File: src/rtl/fft8_bfly_twiddle_if.sv
// Sample/result bundle for the radix-2 twiddle butterfly.
// The master drives operands and control; the slave returns results and flags.
interface fft8_bfly_twiddle_if #(
  parameter int W = 16
);
  logic                en;
  logic                in_valid;
  logic [1:0]          k;
  logic signed [W-1:0] a_re;
  logic signed [W-1:0] a_im;
  logic signed [W-1:0] b_re;
  logic signed [W-1:0] b_im;
  logic                ovf_clr;
  logic                out_valid;
  logic signed [W-1:0] sum_re;
  logic signed [W-1:0] sum_im;
  logic signed [W-1:0] dif_re;
  logic signed [W-1:0] dif_im;
  logic                sat;
  logic                ovf_sticky;

  modport master (
    output en, in_valid, k, a_re, a_im, b_re, b_im, ovf_clr,
    input  out_valid, sum_re, sum_im, dif_re, dif_im, sat, ovf_sticky
  );

  modport slave (
    input  en, in_valid, k, a_re, a_im, b_re, b_im, ovf_clr,
    output out_valid, sum_re, sum_im, dif_re, dif_im, sat, ovf_sticky
  );
endinterface

File: src/rtl/fft8_bfly_twiddle.sv
// Three-stage radix-2 butterfly: add/sub, W8^k rotation, 1/sqrt(2) scaling with
// round-half-up, then saturation to W bits with per-sample and sticky overflow.
module fft8_bfly_twiddle #(
  parameter int W  = 16,
  parameter int CF = 15
) (
  input logic                clk,
  input logic                rst,
  fft8_bfly_twiddle_if.slave bus
);

  localparam int PW    = W + CF + 3;
  localparam int C_INT = $rtoi($itor(2 ** CF) * 0.7071067811865476 + 0.5);
  localparam logic signed [PW-1:0] C_EXT = PW'(C_INT);
  localparam logic signed [PW-1:0] ROUND = PW'(1) << (CF - 1);
  localparam logic signed [PW-1:0] MAXV  = {{(PW-W+1){1'b0}}, {(W-1){1'b1}}};
  localparam logic signed [PW-1:0] MINV  = {{(PW-W+1){1'b1}}, {(W-1){1'b0}}};

  function automatic logic signed [PW-1:0] scale(input logic signed [W+1:0] x,
                                                 input logic scl);
    logic signed [PW-1:0] prod;
    prod = PW'(x) * C_EXT;
    if (scl) return (prod + ROUND) >>> CF;
    return PW'(x);
  endfunction

  // MSB of the result is the clip flag, the rest is the clamped value.
  function automatic logic [W:0] clip(input logic signed [PW-1:0] v);
    if (v > MAXV) return {1'b1, MAXV[W-1:0]};
    if (v < MINV) return {1'b1, MINV[W-1:0]};
    return {1'b0, v[W-1:0]};
  endfunction

  logic                s1_valid;
  logic [1:0]          s1_k;
  logic signed [W:0]   s1_sr, s1_si, s1_dr, s1_di;
  logic                s2_valid;
  logic                s2_scl;
  logic signed [W+1:0] s2_xr, s2_xi;
  logic signed [W:0]   s2_sr, s2_si;

  logic signed [W:0]   sr_c, si_c, dr_c, di_c;
  logic signed [W+1:0] dr2, di2, xr_c, xi_c;
  logic                scl_c;
  logic [W:0]          c_sr, c_si, c_dr, c_di;
  logic                sticky_set;

  always_comb begin
    sr_c = (W+1)'(bus.a_re) + (W+1)'(bus.b_re);
    si_c = (W+1)'(bus.a_im) + (W+1)'(bus.b_im);
    dr_c = (W+1)'(bus.a_re) - (W+1)'(bus.b_re);
    di_c = (W+1)'(bus.a_im) - (W+1)'(bus.b_im);
  end

  // Odd k rotations land on the diagonal and need the 1/sqrt(2) scale later.
  always_comb begin
    dr2   = (W+2)'(s1_dr);
    di2   = (W+2)'(s1_di);
    xr_c  = dr2;
    xi_c  = di2;
    scl_c = 1'b0;
    case (s1_k)
      2'd1: begin
        xr_c  = dr2 + di2;
        xi_c  = di2 - dr2;
        scl_c = 1'b1;
      end
      2'd2: begin
        xr_c = di2;
        xi_c = -dr2;
      end
      2'd3: begin
        xr_c  = di2 - dr2;
        xi_c  = -(dr2 + di2);
        scl_c = 1'b1;
      end
      default: ;
    endcase
  end

  always_comb begin
    c_sr       = clip(PW'(s2_sr));
    c_si       = clip(PW'(s2_si));
    c_dr       = clip(scale(s2_xr, s2_scl));
    c_di       = clip(scale(s2_xi, s2_scl));
    sticky_set = bus.en & bus.out_valid & bus.sat;
  end

  // The sticky flag keeps listening to ovf_clr while the pipeline is stalled.
  always_ff @(posedge clk) begin
    if (rst) begin
      s1_valid       <= 1'b0;
      s1_k           <= '0;
      s1_sr          <= '0;
      s1_si          <= '0;
      s1_dr          <= '0;
      s1_di          <= '0;
      s2_valid       <= 1'b0;
      s2_scl         <= 1'b0;
      s2_xr          <= '0;
      s2_xi          <= '0;
      s2_sr          <= '0;
      s2_si          <= '0;
      bus.out_valid  <= 1'b0;
      bus.sum_re     <= '0;
      bus.sum_im     <= '0;
      bus.dif_re     <= '0;
      bus.dif_im     <= '0;
      bus.sat        <= 1'b0;
      bus.ovf_sticky <= 1'b0;
    end else begin
      if (bus.en) begin
        s1_valid      <= bus.in_valid;
        s1_k          <= bus.k;
        s1_sr         <= sr_c;
        s1_si         <= si_c;
        s1_dr         <= dr_c;
        s1_di         <= di_c;
        s2_valid      <= s1_valid;
        s2_scl        <= scl_c;
        s2_xr         <= xr_c;
        s2_xi         <= xi_c;
        s2_sr         <= s1_sr;
        s2_si         <= s1_si;
        bus.out_valid <= s2_valid;
        bus.sum_re    <= c_sr[W-1:0];
        bus.sum_im    <= c_si[W-1:0];
        bus.dif_re    <= c_dr[W-1:0];
        bus.dif_im    <= c_di[W-1:0];
        bus.sat       <= s2_valid & (c_sr[W] | c_si[W] | c_dr[W] | c_di[W]);
      end
      if (bus.ovf_clr) bus.ovf_sticky <= sticky_set;
      else if (sticky_set) bus.ovf_sticky <= 1'b1;
    end
  end

endmodule

File: src/flat_wrapper.sv
// flat-port wrapper written by rule: the top's interface ports become plain ports
module fft8_bfly_twiddle_flat 
#(
  parameter int W  = 16,
  parameter int CF = 15
)
  (clk, rst, bus_en, bus_in_valid, bus_k, bus_a_re, bus_a_im, bus_b_re, bus_b_im, bus_ovf_clr, bus_out_valid, bus_sum_re, bus_sum_im, bus_dif_re, bus_dif_im, bus_sat, bus_ovf_sticky);
  fft8_bfly_twiddle_if #(.W(W)) bus_i ();
  input logic clk;
  input logic rst;
  input wire logic [$bits(bus_i.en)-1:0] bus_en;
  input wire logic [$bits(bus_i.in_valid)-1:0] bus_in_valid;
  input wire logic [$bits(bus_i.k)-1:0] bus_k;
  input wire logic [$bits(bus_i.a_re)-1:0] bus_a_re;
  input wire logic [$bits(bus_i.a_im)-1:0] bus_a_im;
  input wire logic [$bits(bus_i.b_re)-1:0] bus_b_re;
  input wire logic [$bits(bus_i.b_im)-1:0] bus_b_im;
  input wire logic [$bits(bus_i.ovf_clr)-1:0] bus_ovf_clr;
  output wire logic [$bits(bus_i.out_valid)-1:0] bus_out_valid;
  output wire logic [$bits(bus_i.sum_re)-1:0] bus_sum_re;
  output wire logic [$bits(bus_i.sum_im)-1:0] bus_sum_im;
  output wire logic [$bits(bus_i.dif_re)-1:0] bus_dif_re;
  output wire logic [$bits(bus_i.dif_im)-1:0] bus_dif_im;
  output wire logic [$bits(bus_i.sat)-1:0] bus_sat;
  output wire logic [$bits(bus_i.ovf_sticky)-1:0] bus_ovf_sticky;
  assign bus_i.en = bus_en;
  assign bus_i.in_valid = bus_in_valid;
  assign bus_i.k = bus_k;
  assign bus_i.a_re = bus_a_re;
  assign bus_i.a_im = bus_a_im;
  assign bus_i.b_re = bus_b_re;
  assign bus_i.b_im = bus_b_im;
  assign bus_i.ovf_clr = bus_ovf_clr;
  assign bus_out_valid = bus_i.out_valid;
  assign bus_sum_re = bus_i.sum_re;
  assign bus_sum_im = bus_i.sum_im;
  assign bus_dif_re = bus_i.dif_re;
  assign bus_dif_im = bus_i.dif_im;
  assign bus_sat = bus_i.sat;
  assign bus_ovf_sticky = bus_i.ovf_sticky;
  fft8_bfly_twiddle #(.W(W), .CF(CF)) u_core (.clk(clk), .rst(rst), .bus(bus_i));
endmodule
File: config.mk
export PLATFORM = sky130hd
export DESIGN_NAME = fft8_bfly_twiddle_flat
export DESIGN_NICKNAME = d
export VERILOG_FILES = /design/src/rtl/fft8_bfly_twiddle_if.sv /design/src/rtl/fft8_bfly_twiddle.sv /design/src/flat_wrapper.sv
export SDC_FILE = /design/constraint.sdc
export NUM_CORES = 1
export LEC_CHECK = 0
export CAP_MARGIN = 25
export CORE_AREA = 4 4 216 218
export DETAILED_ROUTE_END_ITERATION = 10
export DIE_AREA = 0 0 220 222
export PLACE_DENSITY = 0.69
export SYNTH_ARGS = -nofsm -noshare
export SYNTH_HDL_FRONTEND = slang
export SYNTH_SLANG_ARGS = --single-unit
File: constraint.sdc
create_clock -name clk -period 11 [get_ports clk]
set_clock_uncertainty 0.2 [all_clocks]
set_input_delay 2.2 -clock clk [delete_from_list [all_inputs] [get_ports clk]]
set_output_delay 2.2 -clock clk [all_outputs]
set_load 0.03 [all_outputs]
-- Word level (Yosys, flattened, before mapping)
Index checks and enable logic that the tools add are counted.
- register bits after elaboration: 210
- input port bits: 71
- output and inout bits: 67
- add/sub/neg operators: 10
- multipliers: 2
- magnitude comparators: 8
- equality and inequality tests: 3
- multiplexer cells: 38
- bitwise gates (word level): 6
- reductions and logical operators: 2
- operators by type and width (cell ; number):
    17-bit 2-to-1 mux ; 16
    34-bit 2-to-1 mux ; 4
    18-bit one-hot mux with 3 select lines ; 2
    34-bit by 16-bit adder with 34-bit output (second input constant) ; 2
    34-bit by 16-bit greater-than comparator with 1-bit output (second input constant) ; 2
    34-bit by 16-bit less-than comparator with 1-bit output (second input constant) ; 2
    18-bit by 15-bit multiplier with 33-bit output (second input constant) ; 2
    16-bit by 16-bit adder with 17-bit output ; 2
    17-bit by 16-bit greater-than comparator with 1-bit output (second input constant) ; 2
    17-bit by 16-bit less-than comparator with 1-bit output (second input constant) ; 2
    16-bit by 16-bit subtractor with 17-bit output ; 2
    17-bit by 17-bit adder with 18-bit output ; 1
    17-bit negation with 18-bit output ; 1
    18-bit negation ; 1
    17-bit by 17-bit subtractor with 18-bit output ; 1
    1-bit 2-to-1 mux ; 16
    2-bit equality test (second input constant) ; 2
    1-bit bitwise AND ; 3
    1-bit OR ; 3
    2-bit by 1-bit equality test with 1-bit output (second input constant) ; 1
    2-bit nonzero test ; 1
    2-bit OR reduction ; 1

-- Longest topological paths before layout
- depth in word-level cells: 12
- depth in mapped cells: 24

-- Worst setup path before layout
Ideal clock, no wire load.
- kind: register to register
- from: reg u_core.s2_xr[8]
- to: reg u_core.bus.dif_re[10]
- data arrival time: 7074 ps
- path slack: 3645 ps
- cell stages (with the launch flop): 24
- clock period less this slack: 7355 ps
- path through: dfxtp_1 > ha_1 > fa_1 > inv_1 > fa_1 > inv_1 > fa_1 > fa_1 > ha_1 > ha_1 > and3_1 > a221oi_2 > o21ai_2 > o41a_1 > o21a_1 > or4_4 > or4b_1 > nor4_2 > xnor3_1 > mux2i_4 > o32ai_2 > buf_2 > o211ai_1 > a211oi_2
- word-level cells in the longest chain between the ends: 9
- elaborated cells on any way between the ends: 12
- those cells by class: add/sub (1); mul (1); order compare (2); mux (8)
- ends and longest elaborated chain (element ; line ; source):
    start, declared ; fft8_bfly_twiddle.sv:39 ; logic signed [W+1:0] s2_xr, s2_xi;
    start signal, assigned ; fft8_bfly_twiddle.sv:121 ; s2_xr <= xr_c;
    18-bit by 15-bit multiplier with 33-bit output ; fft8_bfly_twiddle.sv:22 ; prod = PW'(x) * C_EXT;
    34-bit by 16-bit adder with 34-bit output ; fft8_bfly_twiddle.sv:23 ; if (scl) return (prod + ROUND) >>> CF;
    34-bit 2-to-1 mux ; fft8_bfly_twiddle.sv:23 ;
    34-bit 2-to-1 mux (*) ; fft8_bfly_twiddle.sv:24 ; return PW'(x);
    34-bit by 16-bit less-than comparator with 1-bit output ; fft8_bfly_twiddle.sv:30 ; if (v < MINV) return {1'b1, MINV[W-1:0]};
    1-bit 2-to-1 mux (2 in series) ; fft8_bfly_twiddle.sv:30 ;
    17-bit 2-to-1 mux ; fft8_bfly_twiddle.sv:31 ; return {1'b0, v[W-1:0]};
    17-bit 2-to-1 mux (*) ; fft8_bfly_twiddle.sv:30 ;
    end signal, assigned ; fft8_bfly_twiddle.sv:128 ; bus.dif_re <= c_dr[W-1:0];
    end, declared ; fft8_bfly_twiddle_if.sv:29 ; output out_valid, sum_re, sum_im, dif_re, dif_im, sat, ovf_sticky
Every way passes the cells marked *; elsewhere a longest branch is shown, timed or not. The select of a mux whose other input is x is not followed.
A chain may end at the register's enable or synchronous reset.

-- Worst setup path in the final report
- from: reg u_core.s2_xr[8]
- to: reg u_core.bus.dif_re[1]
The elaborated chain is that of the path after synthesis.

==> impl_metrics.env <==
export IMPL_status="complete, no violations"
export IMPL_yosysWarnings=0
export IMPL_stdcell_count=3288
export IMPL_syn_area_per_cell_um2=8.661
export IMPL_first_iter_violations=1070
export IMPL_die_area_um2=48840
export IMPL_grt_pass1_vias=18586
export IMPL_p_seq_share_pct=20.7
export IMPL_setup_viol=0
export IMPL_cts_root_buf="clkbuf_16"
export IMPL_clockBufferDepth=3
export IMPL_max_slew_margin_pct=27.86
export IMPL_fmax_mhz=119.7
export IMPL_ioPinCount=138
export IMPL_initial_core_util_pct=50.32
export IMPL_rsz0062_at_grt="false"
export IMPL_clockPowerShare_pct=21.0
export IMPL_syn_inst=2608
export IMPL_end_kind="flop"
export IMPL_multiInputGateArea_um2=16780
export IMPL_clk_pin_slew_ns=0.06
export IMPL_num_vias=18627
export IMPL_clock_sinks=208
export IMPL_ys_seq_elements=208
export IMPL_overflow=0
export IMPL_routed_wl_um=57870
export IMPL_r2r_slack_ns=2.64
export IMPL_final_hold_viol_count=0
export IMPL_gp_congestion=0.9376
export IMPL_reg2reg_depth=22
export IMPL_hp_class="flop to flop"
export IMPL_core_area_um2=44890
export IMPL_p_int_mw=2.481
export IMPL_post_cts_buffers=0
export IMPL_wl_per_cell_um=17.60
export IMPL_antenna_found_initial=0
export IMPL_drive_gt1_share_pct=4.501
export IMPL_ys_seq_area_share_pct=18.43
export IMPL_ir_drop_mv=0.1139
export IMPL_cts_hold_buf=0
export IMPL_ys_flop_type="dfxtp_1"
export IMPL_ff_latch_area_um2=4168
export IMPL_synth_enable_flop_cells=0
export IMPL_fp_dieW_um=220
export IMPL_switching_share_pct=44.00
export IMPL_max_slew_worst_pin_slew_ns=1.082
export IMPL_fin_crit_ns=8.356
export IMPL_fp_dieH_um=222
export IMPL_worstPathMaxFanout=15
export IMPL_area_delta_synth_final_pct=12.02
export IMPL_clk_latency_ns=0.57
export IMPL_cts_resized=0
export IMPL_power_per_cell_area_nw_per_um2=175.1
export IMPL_drt_first_pass_iters=5
export IMPL_min_period_over_period_pct=75.96
export IMPL_port_buffers=137
export IMPL_numCtsBuffers=27
export IMPL_cp_arrival_ns=8.63
export IMPL_cts_tree="done"
export IMPL_ys_types=87
export IMPL_start_kind="flop"
export IMPL_async_reset_ff_share_pct=0
export IMPL_maxCapViolCount=0
export IMPL_grt_pass1_wl_um=94300
export IMPL_dp_cells=3239
export IMPL_min_path_cells=2
export IMPL_rows=78
export IMPL_drv_slew=0
export IMPL_power_mw=4.430
export IMPL_final_antenna_net_count=0
export IMPL_h_tree_depth=1
export IMPL_num_fill_cells=4013
export IMPL_cp_data_required_time_ns=11.27
export IMPL_globalRouteTotalUtil_pct=23.34
export IMPL_leakage_nw=11.93
export IMPL_critical_path_class="flop to flop"
export IMPL_route_detailed_drc=0
export IMPL_syn_num_nets=3179
export IMPL_hpwl_um=45390
export IMPL_pwr_share_comb_pct=58.3
export IMPL_p_sw_mw=1.949
export IMPL_tns_ns=0
export IMPL_grt_max_degree=200
export IMPL_num_nets_final=3239
export IMPL_hold_ws_ns=0.2808
export IMPL_diodes=0
export IMPL_routed_via_density=5.665
export IMPL_syn_area_um2=22590
-- worst max-delay path, stage by stage, from the launching register on --
cell and delay (ns):
dfxtp_1 0.58, ha_1 0.34, fa_1 0.50, inv_1 0.05, fa_1 0.48, inv_1 0.06
fa_1 0.51, fa_1 0.50, ha_1 0.32, ha_1 0.38, and3_1 0.23, a221oi_2 0.33
o21ai_2 0.15, o41a_1 0.35, o21a_1 0.22, or4_4 0.52, or4b_1 0.52, nor4_2 0.31
xnor3_1 0.23, mux2i_4 0.10, o32ai_2 0.88, o211ai_1 0.20, a211oi_1 0.30
-- cells in the final DEF, fill, tap and decap left out, drive strengths merged, types with 27 or more instances in the layout --
master and n:
a21oi 95, mux2i 90, xor2 44, ha 360, a21o 27, fa 140, nor2 277, inv 323
a211oi 74, xnor2 109, clkdlybuf4s50 135, o21ai 129, clkbuf 34, dfxtp 208, nand3 35, nand2 133
o211ai 27, nor2b 27, a311oi 40, nand2b 30, nor3 45
-- power groups by stage --
stage / Sequential, mW / Clock, mW / Combinational (mW)
after floorplan: 0.930 / 0 / 1.97
after global placement: 0.932 / 0 / 2.50
after detailed placement: 0.935 / 0 / 2.56
after CTS: 0.919 / 0.948 / 2.59
after global routing: 0.927 / 0.982 / 2.91
final: 0.919 / 0.929 / 2.58
-- cells in the mapped netlist (6+ instances only) --
master / n / area share, %
a2111oi_0: 6 / 0.23
a211o_1: 10 / 0.39
a211oi_1: 64 / 2.1
a211oi_2: 10 / 0.55
a21boi_0: 8 / 0.27
a21o_1: 27 / 0.90
a21oi_1: 95 / 2.1
a311oi_1: 40 / 1.6
a31oi_1: 11 / 0.30
a41oi_1: 7 / 0.27
and2_1: 8 / 0.22
and3_1: 13 / 0.36
buf_1: 17 / 0.28
clkbuf_1: 95 / 1.6
dfxtp_1: 208 / 18
fa_1: 140 / 12
ha_1: 360 / 20
inv_1: 321 / 5.3
mux2_2: 13 / 0.65
mux2i_1: 89 / 3.9
mux4_2: 7 / 0.70
nand2_1: 133 / 2.2
nand2b_1: 30 / 0.83
nand3_1: 34 / 0.75
nand3b_1: 7 / 0.23
nand4_1: 15 / 0.42
nor2_1: 277 / 4.6
nor2b_1: 27 / 0.75
nor3_1: 44 / 0.97
nor4_1: 13 / 0.36
o211a_1: 22 / 0.97
o211ai_1: 27 / 0.90
o21a_1: 8 / 0.27
o21ai_0: 127 / 2.8
o21bai_1: 14 / 0.47
o31ai_1: 12 / 0.40
or2_2: 7 / 0.19
or3_1: 14 / 0.39
or4_1: 7 / 0.23
xnor2_1: 109 / 4.2
xor2_1: 44 / 1.7
-- worst paths after layout --
kind | start | end
max | u_core.s2_xr[8] | u_core.bus.dif_re[1]
min | u_core.bus.ovf_sticky | u_core.bus.ovf_sticky
max reg2reg | u_core.s2_xr[8] | u_core.bus.dif_re[1]
min reg2reg | u_core.bus.ovf_sticky | u_core.bus.ovf_sticky
-- state kept, by name (all words and copies together) (netlist names) --
register               count
u_core.s2_xr              18
u_core.bus.sum_im         16
u_core.s1_di              17
u_core.s2_scl              1
u_core.s2_xi              18
u_core.bus.sat             1
u_core.bus.out_valid       1
u_core.s2_si              17
u_core.bus.dif_im         16
u_core.s1_dr              17
u_core.bus.sum_re         16
u_core.s1_valid            1
u_core.s1_k                2
u_core.s2_sr              17
u_core.bus.dif_re         16
u_core.s1_si              16
u_core.bus.ovf_sticky      1
u_core.s2_valid            1
u_core.s1_sr              16
-- cell families after synthesis --
family                   synth area share, %
adder cells (fa/ha/maj)                32.35
buffers and inverters                  7.289
XOR/XNOR                               6.032
AND/OR/NAND/NOR                        13.44
AO/OA/AOI/OAI                          17.07
multiplexers                           5.389
flip-flops                             18.43
-- area by class of cell --
class,instances,share of cell area [%]
multi-input cells,1964,66.30
clock inverters,15,0.7268
flip-flops and latches,208,16.47
inverters,321,4.761
clock buffers,34,3.011
well taps,600,2.967
repair buffers,146,5.760
-- layer usage --
metal  share of wire, %  global-route usage (%)
met1                 46                   31.97
met5                  0                       0
met3                4.6                   3.001
met2                 47                   39.29
met4                2.2                   5.369
-- stage by stage --
stage | setup slack (ns) | cell area [um^2] | util (%)
after CTS | 2.592 | 25310 | 56.37
final | 2.644 | 25310 | 56.37
after floorplan | 3.645 | 22590 | -
after detailed placement | 2.602 | 24360 | 54.26
after global placement | 2.772 | 24360 | 54.26
after global routing | 2.208 | 25310 | 56.37
Power figures use the tool's default switching activity.
